$ cat config.mk
export PLATFORM = sky130hd
export DESIGN_NAME = uart_rx_oversample
export DESIGN_NICKNAME = d
export VERILOG_FILES = /design/src/rtl/uart_pkg.sv /design/src/rtl/uart_rx_sync.sv /design/src/rtl/uart_rx_oversample.sv
export SDC_FILE = /design/constraint.sdc
export NUM_CORES = 1
export LEC_CHECK = 0
export ABC_AREA = 1
export CORE_ASPECT_RATIO = 0.8
export CORE_UTILIZATION = 55
export CTS_CLUSTER_DIAMETER = 200
export DETAILED_ROUTE_END_ITERATION = 12
export PLACE_DENSITY_LB_ADDON = 0.1
export SKIP_LAST_GASP = 1
export SLEW_MARGIN = 20
export SYNTH_ARGS = -nofsm -noshare
export SYNTH_HDL_FRONTEND = slang
export SYNTH_SLANG_ARGS = --single-unit
$ cat constraint.sdc
create_clock -name clk -period 2.5 [get_ports clk]
set_clock_uncertainty 0.15 [all_clocks]
set_input_delay 0.375 -clock clk [delete_from_list [all_inputs] [get_ports clk]]
set_output_delay 0.375 -clock clk [all_outputs]
set_load 0.02 [all_outputs]
$ cat src/rtl/uart_pkg.sv
// Shared definitions for the 16x-oversampling UART receiver.
//   rx_state_e     : receiver FSM states
//   OVERSAMPLE_DEF : default baud_tick pulses per bit period
//   DATA_BITS_DEF  : default payload bits per frame
package uart_pkg;

  typedef enum logic [2:0] {
    IDLE   = 3'd0,
    START  = 3'd1,
    DATA   = 3'd2,
    PARITY = 3'd3,
    STOP   = 3'd4
  } rx_state_e;

  localparam int OVERSAMPLE_DEF = 16;
  localparam int DATA_BITS_DEF  = 8;

endpackage

$ cat src/rtl/uart_rx_sync.sv
// Two-flop synchronizer for the asynchronous serial line.
//   clk, rst  : system clock, asynchronous active-high reset
//   serial_in : raw line input (idle high)
//   rxs       : synchronized line value; both flops reset to the idle level
module uart_rx_sync (
  input  logic clk,
  input  logic rst,
  input  logic serial_in,
  output logic rxs
);

  logic meta_q;
  logic rxs_q;

  always_ff @(posedge clk or posedge rst) begin
    if (rst) begin
      meta_q <= 1'b1;
      rxs_q  <= 1'b1;
    end else begin
      meta_q <= serial_in;
      rxs_q  <= meta_q;
    end
  end

  assign rxs = rxs_q;

endmodule

$ cat src/rtl/uart_rx_oversample.sv
// 16x-oversampling UART receiver with a single-entry valid/ready holding
// register. Samples each bit at mid-bit using the baud_tick strobe.
//   clk, rst    : system clock, asynchronous active-high reset
//   baud_tick   : one-clk pulse at OVERSAMPLE x baud rate
//   serial_in   : asynchronous line input, idle high
//   rx_data     : received word, valid while rx_valid
//   rx_valid    : holding register full
//   rx_ready    : consumer accepts rx_data when rx_valid && rx_ready
//   busy        : FSM not idle
//   frame_err   : one-clk pulse, stop bit sampled low
//   parity_err  : one-clk pulse, parity mismatch
//   overrun_err : one-clk pulse, good frame arrived while holding register full
module uart_rx_oversample
  import uart_pkg::*;
#(
  parameter int DATA_BITS  = DATA_BITS_DEF,
  parameter int OVERSAMPLE = OVERSAMPLE_DEF,
  parameter int PARITY_EN  = 0,
  parameter int PARITY_ODD = 0
) (
  input  logic                 clk,
  input  logic                 rst,
  input  logic                 baud_tick,
  input  logic                 serial_in,
  output logic [DATA_BITS-1:0] rx_data,
  output logic                 rx_valid,
  input  logic                 rx_ready,
  output logic                 busy,
  output logic                 frame_err,
  output logic                 parity_err,
  output logic                 overrun_err
);

  localparam int TICK_W = $clog2(OVERSAMPLE);
  localparam int BIT_W  = $clog2(DATA_BITS + 1);

  localparam logic [TICK_W-1:0] TICK_LAST = TICK_W'(OVERSAMPLE - 1);
  localparam logic [TICK_W-1:0] TICK_MID  = TICK_W'(OVERSAMPLE / 2 - 1);
  localparam logic [BIT_W-1:0]  BIT_LAST  = BIT_W'(DATA_BITS - 1);
  localparam logic              ODD       = 1'(PARITY_ODD != 0);

  logic rxs;

  uart_rx_sync u_sync (
    .clk       (clk),
    .rst       (rst),
    .serial_in (serial_in),
    .rxs       (rxs)
  );

  rx_state_e            state_q, state_d;
  logic [TICK_W-1:0]    tick_q, tick_d;
  logic [BIT_W-1:0]     bit_q, bit_d;
  logic [DATA_BITS-1:0] shift_q, shift_d;
  logic                 par_bad_q, par_bad_d;
  logic [DATA_BITS-1:0] rx_data_q, rx_data_d;
  logic                 rx_valid_q, rx_valid_d;
  logic                 frame_err_q, frame_err_d;
  logic                 parity_err_q, parity_err_d;
  logic                 overrun_err_q, overrun_err_d;

  always_ff @(posedge clk or posedge rst) begin
    if (rst) begin
      state_q       <= IDLE;
      tick_q        <= '0;
      bit_q         <= '0;
      shift_q       <= '0;
      par_bad_q     <= 1'b0;
      rx_data_q     <= '0;
      rx_valid_q    <= 1'b0;
      frame_err_q   <= 1'b0;
      parity_err_q  <= 1'b0;
      overrun_err_q <= 1'b0;
    end else begin
      state_q       <= state_d;
      tick_q        <= tick_d;
      bit_q         <= bit_d;
      shift_q       <= shift_d;
      par_bad_q     <= par_bad_d;
      rx_data_q     <= rx_data_d;
      rx_valid_q    <= rx_valid_d;
      frame_err_q   <= frame_err_d;
      parity_err_q  <= parity_err_d;
      overrun_err_q <= overrun_err_d;
    end
  end

  // A full bit period has elapsed on this tick (DATA/PARITY/STOP sample point).
  logic bit_end;
  assign bit_end = baud_tick && (tick_q == TICK_LAST);

  always_comb begin
    state_d       = state_q;
    tick_d        = tick_q;
    bit_d         = bit_q;
    shift_d       = shift_q;
    par_bad_d     = par_bad_q;
    rx_data_d     = rx_data_q;
    // A consumer handshake empties the register unless a load overrides below.
    rx_valid_d    = rx_valid_q && !rx_ready;
    frame_err_d   = 1'b0;
    parity_err_d  = 1'b0;
    overrun_err_d = 1'b0;

    // Bit-period counter shared by the DATA/PARITY/STOP states.
    if (baud_tick && (state_q == DATA || state_q == PARITY || state_q == STOP)) begin
      tick_d = (tick_q == TICK_LAST) ? '0 : tick_q + 1'b1;
    end

    case (state_q)
      IDLE: begin
        tick_d = '0;
        bit_d  = '0;
        if (baud_tick && !rxs) begin
          state_d   = START;
          par_bad_d = 1'b0;
        end
      end
      START: begin
        // Re-check the line half a bit after the falling edge to reject glitches.
        if (baud_tick) begin
          if (tick_q == TICK_MID) begin
            tick_d  = '0;
            state_d = rxs ? IDLE : DATA;
          end else begin
            tick_d = tick_q + 1'b1;
          end
        end
      end
      DATA: begin
        if (bit_end) begin
          shift_d = {rxs, shift_q[DATA_BITS-1:1]};
          if (bit_q == BIT_LAST) begin
            bit_d   = '0;
            state_d = (PARITY_EN != 0) ? PARITY : STOP;
          end else begin
            bit_d = bit_q + 1'b1;
          end
        end
      end
      PARITY: begin
        if (bit_end) begin
          par_bad_d = rxs ^ (^shift_q) ^ ODD;
          state_d   = STOP;
        end
      end
      STOP: begin
        if (bit_end) begin
          state_d = IDLE;
          if (!rxs) begin
            frame_err_d = 1'b1;
          end else if (par_bad_q) begin
            parity_err_d = 1'b1;
          end else if (!rx_valid_q || rx_ready) begin
            rx_data_d  = shift_q;
            rx_valid_d = 1'b1;
          end else begin
            overrun_err_d = 1'b1;
          end
        end
      end
      default: state_d = IDLE;
    endcase
  end

  assign rx_data     = rx_data_q;
  assign rx_valid    = rx_valid_q;
  assign busy        = (state_q != IDLE);
  assign frame_err   = frame_err_q;
  assign parity_err  = parity_err_q;
  assign overrun_err = overrun_err_q;

endmodule

After elaboration in Yosys (flattened, before gate mapping)
Index checks and enable logic that the tools add are counted.
- $add $sub $neg: 2
- bitwise logic cells: 2
- multiplexer cells: 37
- reductions and logical operators: 20
- eq/ne operators: 14
- operator list (kind ; number):
    $mux W4 ; 6
    $mux W3 ; 7
    $mux W1 ; 19
    $pmux W4 S2 ; 2
    $pmux W3 S5 ; 1
    $ne A2 B2 Y1 const B ; 6
    $add A4 B1 Y4 const B ; 2
    $eq A4 B3 Y1 const B ; 2
    $reduce_xor A8 Y1 ; 1
    $reduce_and A7 Y1 ; 1
    $eq A3 B2 Y1 const B ; 2
    $reduce_and A5 Y1 ; 1
    $eq A4 B4 Y1 const B ; 1
    $logic_and A1 B1 Y1 ; 4
    $reduce_and A2 Y1 ; 2
    $reduce_bool A2 Y1 ; 2
    $eq A3 B1 Y1 const B ; 1
    $eq A3 B3 Y1 const B ; 1
    $logic_not A1 Y1 ; 3
    $logic_not A3 Y1 ; 1
    $logic_or A1 B1 Y1 ; 3
    $reduce_and A3 Y1 ; 1
    $reduce_bool A3 Y1 ; 1
    $mux W2 ; 1
    other kinds (4) ; 4
- register bits after elaboration: 34
- output and inout port bits: 13

Longest topological paths before layout
Gate-level depths: netlist of run 1.
- depth after elaboration: 7
- gate-level depth with buffers: 11
- gate-level depth less buffers: 11

Hierarchy
From an unflattened synthesis of run 1, not the netlist that was laid out.
- cell total of the unflattened synthesis: 218
- area total of the unflattened synthesis: 1746.7 µm²
- by module, submodules not included (module ; cells an instance ; times used ; area each (µm²)):
    uart_rx_oversample ; 215 ; 1 ; 1690.4
    uart_rx_sync ; 3 ; 1 ; 56.3

Worst setup path before layout of run 1
No wires, ideal clock.
- kind: reg-to-reg
- from: reg tick_q[0]
- to: reg rx_data_q[7], in the netlist rx_data[7]
- library setup time: 119 ps
- data arrival time: 1318 ps
- cell stages (with the launch flop): 10
- data required time: 2231 ps
- path slack: 914 ps
- cell sequence: dfrtp_1 > ha_1 > nand3_2 > nor2_4 > nand2_2 > nor2_4 > nand2_4 > buf_6 > nand2_2 > o21ai_2
- word-level cells in the longest chain between the ends: 3
- RTL lines (element ; line ; source):
    from (decl) ; uart_rx_oversample.sv:52 ; logic [TICK_W-1:0] tick_q, tick_d;
    from (signal assigned) ; uart_rx_oversample.sv:76 ; tick_q <= tick_d;
    $eq A4 B4 Y1 ; uart_rx_oversample.sv:90 ; assign bit_end = baud_tick && (tick_q == TICK_LAST);
    $logic_and A1 B1 Y1 ; uart_rx_oversample.sv:90 ;
    $reduce_and A5 Y1 (no source line) ; - ;
    to (signal assigned) ; uart_rx_oversample.sv:80 ; rx_data_q <= rx_data_d;
    to (decl) ; uart_rx_oversample.sv:56 ; logic [DATA_BITS-1:0] rx_data_q, rx_data_d;
No other way between the ends.
A chain may end at the register's enable or synchronous reset.

Final worst setup path of run 1
- from: reg state_q[1]
- to: out busy
- word-level cells in the longest chain between the ends: 1
- RTL lines (element ; line ; source):
    from (decl) ; uart_rx_oversample.sv:51 ; rx_state_e state_q, state_d;
    from (signal assigned) ; uart_rx_oversample.sv:75 ; state_q <= state_d;
    $reduce_bool A3 Y1 ; uart_rx_oversample.sv:168 ; assign busy = (state_q != IDLE);
    to (decl) ; uart_rx_oversample.sv:28 ; output logic busy,
No other way between the ends.

==> qor.yml, run 1 <==
remaining_drc_errors: 0
synth-edff-count: 0
synthArstFlopShare: 1.00
ys_ff_latch: 34
clkTransAtPathRegs_ns: 0.06
relSlewSlack: 0.723
ys_top_cells_by_area: "dfrtp_1 46%, nand2_1 14%, inv_1 6.5%"
drive_above_1_share: 0.137
yosys_warnings: 0
fillerInstances: 230
leakage_nw: 0.973
finalCritPeriodShare: 0.862
placeableCoreArea_sq_um: 2870
rows: 17
worstSkewPairLatency_ns: 0.29
final_cell_area_sq_um: 2040
dpl.hpwl_um: 2490
crit_start: "state_q[1]"
grt_usage: 0.238
synth.avg_cell_area_sq_um: 8.01
max_freq_ghz: 0.464
syn2layout_area_growth_pct: 17.3
drt-initial-drc-count: 100
cts.path.max_buffers: 2
synth_top_area_share: 0.460
grt_max_degree: 35
ctsResizeCount: 0
vias_per_cell: 5.17
grt_pass1_vias: 1378
hp-class: "reg2reg"
vias: 1443
clock-root-buffer: "clkbuf_8"
dr.pass1.iters: 4
power_density_nw_per_um2: 770
status: "complete, no violations"
cpMaxStageDelayCell: "clkdlybuf4s50_1"
hold_viol: 0
reg2reg_slack_ns: 0.60
finalPower_mw: 1.57
yosysMostFrequentCell: "nand2_1"
synth_ff_type: "dfrtp_1"
wl_um: 3320
worstHoldStart: "u_sync.meta_q"
fp.dieH_um: 52.3
synth_seq_area_share: 0.491
ant_nets: 0
r2r_start: "state_q[2]"
fin_crit_ns: 2.15
finalMaxSlewViolations: 0
tritoncts_num_sinks: 34
peakVddDrop_mv: 0.616
port_buffers: 17
antennaDiodeCount: 0
setup_viol: 0
pin_count: 18
crit_path_max_fanout: 3
ctsHtreeMaxLevel: 2
critPathMaxStageDelay_ns: 0.56
crit_arrival_ns: 1.63
synth_cells: 217
path_cells: "nor2_1 > nand2_1 > clkdlybuf4s50_1"
critPathKind: "reg2out"
finalSetupTns_ns: 0
hold_buffers: 0
final_nets: 247
worst-slew-pin-transition_ns: 0.416
maxCapViolations: 0
synth_cell_types: 26
post_cts_buffers: 0
startpoint_type: "flip-flop"
grt_pass1_wl_um: 5840
syn_nets: 224
seq_area_sq_um: 853
synth_common_cells: "63 x nand2_1, 32 x dfrtp_1, 30 x inv_1"
die_w_um: 64.9
routabilityCongestion: 0.867
hold_ws_ns: 0.205
netlist_area_sq_um: 1740
routedWlPerCell_um: 11.9
cp.required_ns: 1.98
endpoint_kind: "primary output"
grt_overflow: 0
multi_input_area_sq_um: 749
yosys.area.top_type: "dfrtp_1"
antenna_found_initial: 0
start_util: 0.606
cts-buffers-inserted: 5
cts_tree: "yes"
dpl_cell_area_sq_um: 1950
rsz0062_at_grt: "false"
dieArea_sq_um: 3390
path summary, 6_finish.rpt:
path | to | cells after the start
min in group asynchronous | bit_q[0] | 3
max in group asynchronous | u_sync.meta_q | 3
setup reg to reg | bit_q[3] | 8
hold / removal | u_sync.rxs | 0
hold reg to reg | u_sync.rxs | 0
setup / recovery | busy | 3
per-layer routing:
| layer | GRT usage | up-vias | share of wire |
|---|---|---|---|
| li1 | - | 732 | - |
| met1 | 0.310 | 669 | 0.48 |
| met2 | 0.365 | 36 | 0.45 |
| met3 | 0.0717 | 6 | 0.048 |
| met4 | 0.111 | 0 | 0.014 |
| met5 | 0 | - | 0 |
layout make-up:
class,instances,area share
clock buffer,7,0.0423
clock inverter,1,0.00245
inverter,32,0.0589
multi-input combinational,149,0.367
sequential,34,0.418
tap,38,0.0233
timing repair buffer,18,0.0871
state kept, by name, indices dropped and copies added (netlist names):
name and flops:
rx_valid 1, state_q 3, rx_data 8, shift_q 8, tick_q 4, u_sync.meta_q 1
par_bad_q 1, parity_err 1, u_sync.rxs 1, overrun_err 1, frame_err 1, bit_q 4
stage by stage:
stage	std cells	worst slack [ns]	util
2_1_floorplan	217	0.914	-
3_3_place_gp	271	0.391	0.678
3_5_place_dp	271	0.317	0.678
4_1_cts	279	0.357	0.710
5_1_grt	279	0.258	0.710
6_report	279	0.346	0.710
logic make-up after synthesis:
logic type	Yosys count	synth area share
compound gates	38	0.132
xor+xnor	1	0.00504
fa+ha+maj	2	0.0144
buf+inv	34	0.0784
flops	34	0.491
simple gates	108	0.279
cells in the final DEF, fill, tap and decap left out, types with 2 or more instances in the layout:
master / Yosys / layout
nand2_2: 6 / 6
nor2_1: 17 / 17
nand2_1: 63 / 63
inv_2: 2 / 2
clkbuf_8: 0 / 6
dfstp_2: 2 / 2
o21ai_0: 20 / 20
a21oi_1: 5 / 5
nand3_2: 2 / 2
ha_1: 2 / 2
o21ai_2: 8 / 8
dfrtp_1: 32 / 32
inv_1: 30 / 30
nor2_4: 3 / 3
nand3_1: 13 / 13
clkdlybuf4s50_1: 0 / 17
power by group:
part | internal, mW | switching (mW)
Clock | 0.222 | 0.189
Combinational | 0.171 | 0.334
Sequential | 0.605 | 0.0510
Total | 0.997 | 0.574
worst max-delay path, delay by kind of cell, from the launching register on:
kind | cells | cell delay (ns)
buffers and inverters | 1 | 0.56
flip-flops | 1 | 0.40
AND/OR/NAND/NOR | 2 | 0.39
Note: power is estimated with default switching activity, not from simulation.
==> run 2, diff against run 1 <==
Settings changed: CTS_CLUSTER_SIZE set to 8.
==> results of run 2 <==
The final DEF is identical to that of run 1; final timing and power are the same.
